[src/rtl/serializer_8b10b_if.sv]
// Byte handshake into the 8b/10b serializer: {k, data} qualified by valid/ready.
interface serializer_8b10b_if;
   logic [7:0] data;
   logic       k;
   logic       valid;
   logic       ready;

   modport master (output data, k, valid, input ready);
   modport slave  (input data, k, valid, output ready);
endinterface

[src/rtl/serializer_8b10b.sv]
// 8b/10b transmit serializer: one-entry byte buffer, running-disparity encoder,
// MSB-first shifter, K28.5 idles whenever the buffer is empty.
module serializer_8b10b #(
   parameter int         WIDTH    = 10,
   parameter logic [8:0] IDLE_SYM = 9'h1BC
) (
   input  logic                      clk_i,
   input  logic                      rst_i,
   serializer_8b10b_if.slave         bus,
   output logic                      serialdata_o,
   output logic                      sob_o,
   output logic                      data_sent_o,
   output logic                      disp_o
);

   // Returns {dispout, dataout}; dataout[0] is code bit 'a', dataout[9] is 'j'.
   function automatic logic [10:0] encode_8b10b(input logic [8:0] sym, input logic dispin);
      logic [4:0] x;
      logic [2:0] y;
      logic       k;
      logic [5:0] c6;
      logic [3:0] c4;
      logic       bal6, bal4, rd6, rd4, flip4, a7;
      logic [9:0] out;
      x = sym[4:0];
      y = sym[7:5];
      k = sym[8];
      case (x)
         5'd0:  c6 = 6'b100111;  5'd1:  c6 = 6'b011101;
         5'd2:  c6 = 6'b101101;  5'd3:  c6 = 6'b110001;
         5'd4:  c6 = 6'b110101;  5'd5:  c6 = 6'b101001;
         5'd6:  c6 = 6'b011001;  5'd7:  c6 = 6'b111000;
         5'd8:  c6 = 6'b111001;  5'd9:  c6 = 6'b100101;
         5'd10: c6 = 6'b010101;  5'd11: c6 = 6'b110100;
         5'd12: c6 = 6'b001101;  5'd13: c6 = 6'b101100;
         5'd14: c6 = 6'b011100;  5'd15: c6 = 6'b010111;
         5'd16: c6 = 6'b011011;  5'd17: c6 = 6'b100011;
         5'd18: c6 = 6'b010011;  5'd19: c6 = 6'b110010;
         5'd20: c6 = 6'b001011;  5'd21: c6 = 6'b101010;
         5'd22: c6 = 6'b011010;  5'd23: c6 = 6'b111010;
         5'd24: c6 = 6'b110011;  5'd25: c6 = 6'b100110;
         5'd26: c6 = 6'b010110;  5'd27: c6 = 6'b110110;
         5'd28: c6 = 6'b001110;  5'd29: c6 = 6'b101110;
         5'd30: c6 = 6'b011110;  5'd31: c6 = 6'b101011;
      endcase
      if (k && x == 5'd28) c6 = 6'b001111;
      bal6 = ($countones(c6) == 3);
      // Table holds RD- codes; unbalanced codes and D.07 are inverted at RD+.
      if (dispin && (!bal6 || x == 5'd7)) c6 = ~c6;
      rd6 = bal6 ? dispin : !dispin;
      a7 = k || (!rd6 && (x == 5'd17 || x == 5'd18 || x == 5'd20))
              || ( rd6 && (x == 5'd11 || x == 5'd13 || x == 5'd14));
      case (y)
         3'd0: c4 = 4'b1011;
         3'd1: c4 = k ? 4'b0110 : 4'b1001;
         3'd2: c4 = k ? 4'b1010 : 4'b0101;
         3'd3: c4 = 4'b1100;
         3'd4: c4 = 4'b1101;
         3'd5: c4 = k ? 4'b0101 : 4'b1010;
         3'd6: c4 = k ? 4'b1001 : 4'b0110;
         3'd7: c4 = a7 ? 4'b0111 : 4'b1110;
      endcase
      bal4  = ($countones(c4) == 2);
      flip4 = !bal4 || y == 3'd3 || (k && (y == 3'd1 || y == 3'd2 || y == 3'd5 || y == 3'd6));
      if (rd6 && flip4) c4 = ~c4;
      rd4 = bal4 ? rd6 : !rd6;
      for (int i = 0; i < 6; i++) out[i] = c6[5-i];
      for (int i = 0; i < 4; i++) out[6+i] = c4[3-i];
      return {rd4, out};
   endfunction

   logic [WIDTH-1:0] shift_q, shift_d;
   logic [3:0]       bit_cnt_q, bit_cnt_d;
   logic             rd_q, rd_d;
   logic             buf_valid_q, buf_valid_d;
   logic [8:0]       buf_data_q, buf_data_d;
   logic             sob_q, sob_d;
   logic             sent_q, sent_d;

   logic             load;
   logic             ready;
   logic             accept;
   logic [8:0]       sel_sym;
   logic [10:0]      enc;

   always_comb begin
      load    = (bit_cnt_q == 4'(WIDTH - 1));
      ready   = !buf_valid_q && rst_i;
      accept  = bus.valid && ready;
      sel_sym = buf_valid_q ? buf_data_q : IDLE_SYM;
      enc     = encode_8b10b(sel_sym, rd_q);

      shift_d     = shift_q;
      bit_cnt_d   = bit_cnt_q;
      rd_d        = rd_q;
      buf_valid_d = buf_valid_q;
      buf_data_d  = buf_data_q;
      sob_d       = 1'b0;
      sent_d      = 1'b0;

      if (load) begin
         shift_d     = enc[WIDTH-1:0];
         rd_d        = enc[10];
         bit_cnt_d   = 4'd0;
         sob_d       = 1'b1;
         sent_d      = buf_valid_q;
         buf_valid_d = 1'b0;
      end else begin
         shift_d   = {shift_q[WIDTH-2:0], 1'b0};
         bit_cnt_d = bit_cnt_q + 4'd1;
      end

      // A byte accepted in a load cycle is held for the following symbol.
      if (accept) begin
         buf_valid_d = 1'b1;
         buf_data_d  = {bus.k, bus.data};
      end
   end

   always_ff @(posedge clk_i) begin
      if (!rst_i) begin
         shift_q     <= '0;
         bit_cnt_q   <= 4'(WIDTH - 1);
         rd_q        <= 1'b0;
         buf_valid_q <= 1'b0;
         buf_data_q  <= '0;
         sob_q       <= 1'b0;
         sent_q      <= 1'b0;
      end else begin
         shift_q     <= shift_d;
         bit_cnt_q   <= bit_cnt_d;
         rd_q        <= rd_d;
         buf_valid_q <= buf_valid_d;
         buf_data_q  <= buf_data_d;
         sob_q       <= sob_d;
         sent_q      <= sent_d;
      end
   end

   assign bus.ready    = ready;
   assign serialdata_o = shift_q[WIDTH-1];
   assign sob_o        = sob_q;
   assign data_sent_o  = sent_q;
   assign disp_o       = rd_q;

endmodule

[src/flat_wrapper.sv]
// flat-port wrapper written by rule: the top's interface ports become plain ports
module serializer_8b10b_flat 
#(
   parameter int         WIDTH    = 10,
   parameter logic [8:0] IDLE_SYM = 9'h1BC
)
  (clk_i, rst_i, serialdata_o, sob_o, data_sent_o, disp_o, bus_data, bus_k, bus_valid, bus_ready);
  serializer_8b10b_if bus_i ();
  input  logic clk_i;
  input  logic rst_i;
  output logic serialdata_o;
  output logic sob_o;
  output logic data_sent_o;
  output logic disp_o;
  input wire logic [$bits(bus_i.data)-1:0] bus_data;
  input wire logic [$bits(bus_i.k)-1:0] bus_k;
  input wire logic [$bits(bus_i.valid)-1:0] bus_valid;
  output wire logic [$bits(bus_i.ready)-1:0] bus_ready;
  assign bus_i.data = bus_data;
  assign bus_i.k = bus_k;
  assign bus_i.valid = bus_valid;
  assign bus_ready = bus_i.ready;
  serializer_8b10b #(.WIDTH(WIDTH), .IDLE_SYM(IDLE_SYM)) u_core (.clk_i(clk_i), .rst_i(rst_i), .bus(bus_i), .serialdata_o(serialdata_o), .sob_o(sob_o), .data_sent_o(data_sent_o), .disp_o(disp_o));
endmodule
[config.mk]
export PLATFORM = sky130hd
export DESIGN_NAME = serializer_8b10b_flat
export DESIGN_NICKNAME = d
export VERILOG_FILES = /design/src/rtl/serializer_8b10b_if.sv /design/src/rtl/serializer_8b10b.sv /design/src/flat_wrapper.sv
export SDC_FILE = /design/constraint.sdc
export NUM_CORES = 1
export LEC_CHECK = 0
export BUFFER_PORTS_ARGS = -buffer_cell sky130_fd_sc_hd__buf_2
export CORE_UTILIZATION = 55
export DETAILED_ROUTE_END_ITERATION = 10
export GPL_ROUTABILITY_DRIVEN = 0
export PLACE_DENSITY = 0.77
export SLEW_MARGIN = 10
export SYNTH_ARGS = -nofsm -noshare
export SYNTH_HDL_FRONTEND = slang
export SYNTH_SLANG_ARGS = --single-unit
[constraint.sdc]
create_clock -name clk_i -period 4.4 [get_ports clk_i]
set_input_delay 0.88 -clock clk_i [delete_from_list [all_inputs] [get_ports clk_i]]
set_output_delay 0.88 -clock clk_i [all_outputs]
set_load 0.02 [all_outputs]
==> metrics.txt <==
Layout area overhead=11.3%; Crit Path Category=register to register; Critical Path RT=4.59 ns; Mapped Area=2320 sq um; Vias=2057; maxcap violations=0; final setup vio count=1; worst skew pair latency=0.29 ns; Pre-Repair DR Iteration Count=4; kind of end point of the critical path=register; core footprint=4030 sq um; number of enable flip-flop cells after synthesis=0; Clock Path Buffers=2; Post-synth top flop=dfxtp_1; RSZ-0062 raised after global routing=yes; post-placement cell count=340; highest clock rate=0.227 GHz; pin count of the biggest net entering global routing=23; Die Width=66.9 microns; # clock sinks=27; global route total overflow=0; power per cell area=376 nW/um^2; TritonCTS clock tree=built; initial antenna violation count=0; fin nets=331; final worst setup slack=-0.00643 ns; Worst setup SP type=register; sequential element share of the synthesized area=23.3%; remaining antenna violation count after routing=0; Total GRT Usage=25.3%; PortBufs=16; utilization after layout=64.1%; synth warn=0; syn avg cell area=8.40 sq um; clock-pin slew on the worst setup and hold paths=0.10 ns; drt total wl=5.15 mm; number of CTS-inserted buffers=3; crit share post-route=100%; static leakage=0.00108 uW; final-report max-slew violation count=0; Detail Placement HPWL=3.78 mm; reg2reg setup slack=-0.006 ns; first-pass GRT wire length=8.62 mm; slew margin rel.=64.3%; Via density=5.95; Post-Syn Nets=310; share of layout cells above drive strength 1=23.6%; CTS Root Cell=clkbuf_8; DRT iter0 DRCs=122; Distinct cells, synth=70; fin crit period=4.41 ns; vias in the first global route=1892; die footprint=4480 sq um; Starting Density=57.5%; #FFs+latches synth=27; Slew @ Worst Pin=0.536 ns; Post-Synthesis Cells=276; Layout Skew=0.00516 ns; DRC Markers=0; Finished Layout Cells=346; IO Count=17; # diodes=0; WL per Instance=14.9 microns; num rows=23; H-tree levels=1; FFs w/ async S/R, synth=0%; Max IR drop VDD=0.232 mV; final hold viol count=0; Die Y=66.9 microns; CP Max Fanout=5; Hold Path Class=register to register; Worst EP arrival=4.60 ns; # hold bufs at CTS=0; violated checks=setup timing; status=finished with violations
## per-stage QoR
stage | setup TNS (ns) | cell area (sq um) | setup slack [ns] | total power [uW] | hold slack, ns
2_1_floorplan | -0.186 | 2370 | -0.186 | 712 | 0.421
3_3_place_gp | 0 | 2500 | 0.0481 | 787 | 0.426
3_5_place_dp | -0.0738 | 2500 | -0.0738 | 803 | 0.440
4_1_cts | 0 | 2570 | 0.00584 | 968 | 0.461
5_1_grt | -0.200 | 2580 | -0.200 | 1040 | 0.507
6_report | -0.00643 | 2580 | -0.00643 | 970 | 0.459
## worst paths after layout
kind                                                      start                           end  cells past startpoint
worst max-delay path            u_core.buf_valid_q$_SDFFE_PN0P_    u_core.disp_o$_SDFFE_PN0P_                     20
worst min-delay path               u_core.shift_q[2]$_SDFF_PN0_  u_core.shift_q[3]$_SDFF_PN0_                      2
worst max register to register  u_core.buf_valid_q$_SDFFE_PN0P_    u_core.disp_o$_SDFFE_PN0P_                     20
worst min register to register     u_core.shift_q[2]$_SDFF_PN0_  u_core.shift_q[3]$_SDFF_PN0_                      2
## cell type report
class / count / area, sq um
fillers: 345 / 1450
repair buffers: 33 / 220
inverters: 16 / 62.6
well taps: 50 / 62.6
clock buffers: 3 / 41.3
clock inverters: 1 / 7.51
flip-flops and latches: 27 / 542
multi-input cells: 216 / 1650
## synth_stat cells, types with 3 or more instances
| library cell | instances | area [sq um] |
|---|---|---|
| mux2i_1 | 3 | 30.0 |
| o21a_1 | 3 | 22.5 |
| nand2b_1 | 6 | 37.5 |
| xor2_1 | 3 | 26.3 |
| nor2b_1 | 8 | 50.1 |
| o31ai_1 | 5 | 37.5 |
| o211ai_1 | 7 | 52.6 |
| buf_4 | 4 | 30.0 |
| a31oi_1 | 9 | 56.3 |
| a21o_1 | 3 | 22.5 |
| dfxtp_1 | 27 | 541 |
| clkbuf_1 | 5 | 18.8 |
| ha_1 | 20 | 250 |
| or2_1 | 3 | 18.8 |
| buf_2 | 4 | 20.0 |
| xnor2_1 | 5 | 43.8 |
| nor3_1 | 5 | 25.0 |
| a211oi_1 | 3 | 22.5 |
| nand3_1 | 11 | 55.1 |
| nor2_1 | 11 | 41.3 |
| and2_1 | 5 | 31.3 |
| inv_1 | 15 | 56.3 |
| nand2_1 | 30 | 113 |
| a21oi_1 | 9 | 45.0 |
| o21ai_0 | 16 | 80.1 |
## what timing repair did
action	in CTS	in global routing
resized for setup	2	3
buffers inserted	2	0
hold endpoints to repair	0	0
gates cloned	0	0
pin swaps	3	0
endpoints found under the setup margin	1	1
## registers in the layout, summed over array words and instances, names as in the netlist
name and flops:
u_core.buf_data_q 9, u_core.buf_valid_q 1, u_core.data_sent_o 1, u_core.bit_cnt_q 4
u_core.shift_q 10, u_core.sob_o 1, u_core.disp_o 1
## cells by family after synthesis
| family | synth area share [%] |
|---|---|
| xor+xnor | 4.21 |
| compound gates | 23.3 |
| buf+inv | 8.63 |
| mux | 1.89 |
| fa+ha+maj | 12.5 |
| simple gates | 26.2 |
| flops | 23.3 |
## where the power goes
group | total [uW] | switching (uW) | internal, uW
combinational | 480 | 257 | 223
clock | 156 | 91.3 | 64.7
sequential | 334 | 38.6 | 296
## placed cells by master (no fill, tap or decap), types with 3 or more instances in the layout
cell type,count
nand2_1,29
nor2_1,11
o211ai_1,7
mux2i_1,3
a211oi_1,3
clkbuf_8,3
buf_2,16
inv_1,13
o31ai_1,5
and2_1,4
a31oi_1,9
or2_1,3
o21ai_1,3
nor3_1,5
xor2_1,3
buf_4,16
ha_1,17
nand2b_1,5
a21oi_1,7
dfxtp_1,26
xnor2_1,5
ha_4,3
o21a_1,3
nor2b_1,7
nand3_1,11
o21ai_0,15
a21o_1,3
## routing by layer
metal / track usage [%] / share of wire, % / up-vias
met5: 0 / 0 / -
met4: 5.85 / 1.6 / 0
met3: 4.62 / 4.9 / 10
met2: 44.3 / 48 / 50
met1: 31.8 / 45 / 973
li1: - / - / 1024
## critical path, stage by stage, from the launching register on
cell and delay (ns):
dfxtp_2 0.37, and2_4 0.20, inv_4 0.06, ha_4 0.17
inv_1 0.08, a21oi_1 0.07, o311a_1 0.31, or3_4 0.36
ha_4 0.17, fa_1 0.43, ha_1 0.30, and4bb_4 0.22
xnor2_4 0.19, mux2i_2 0.26, nand2_1 0.08, ha_1 0.29
xor2_1 0.22, o21a_1 0.14, o21ai_1 0.08, xnor2_1 0.14
and2_1 0.16
Note: power is estimated with default switching activity, not from simulation.
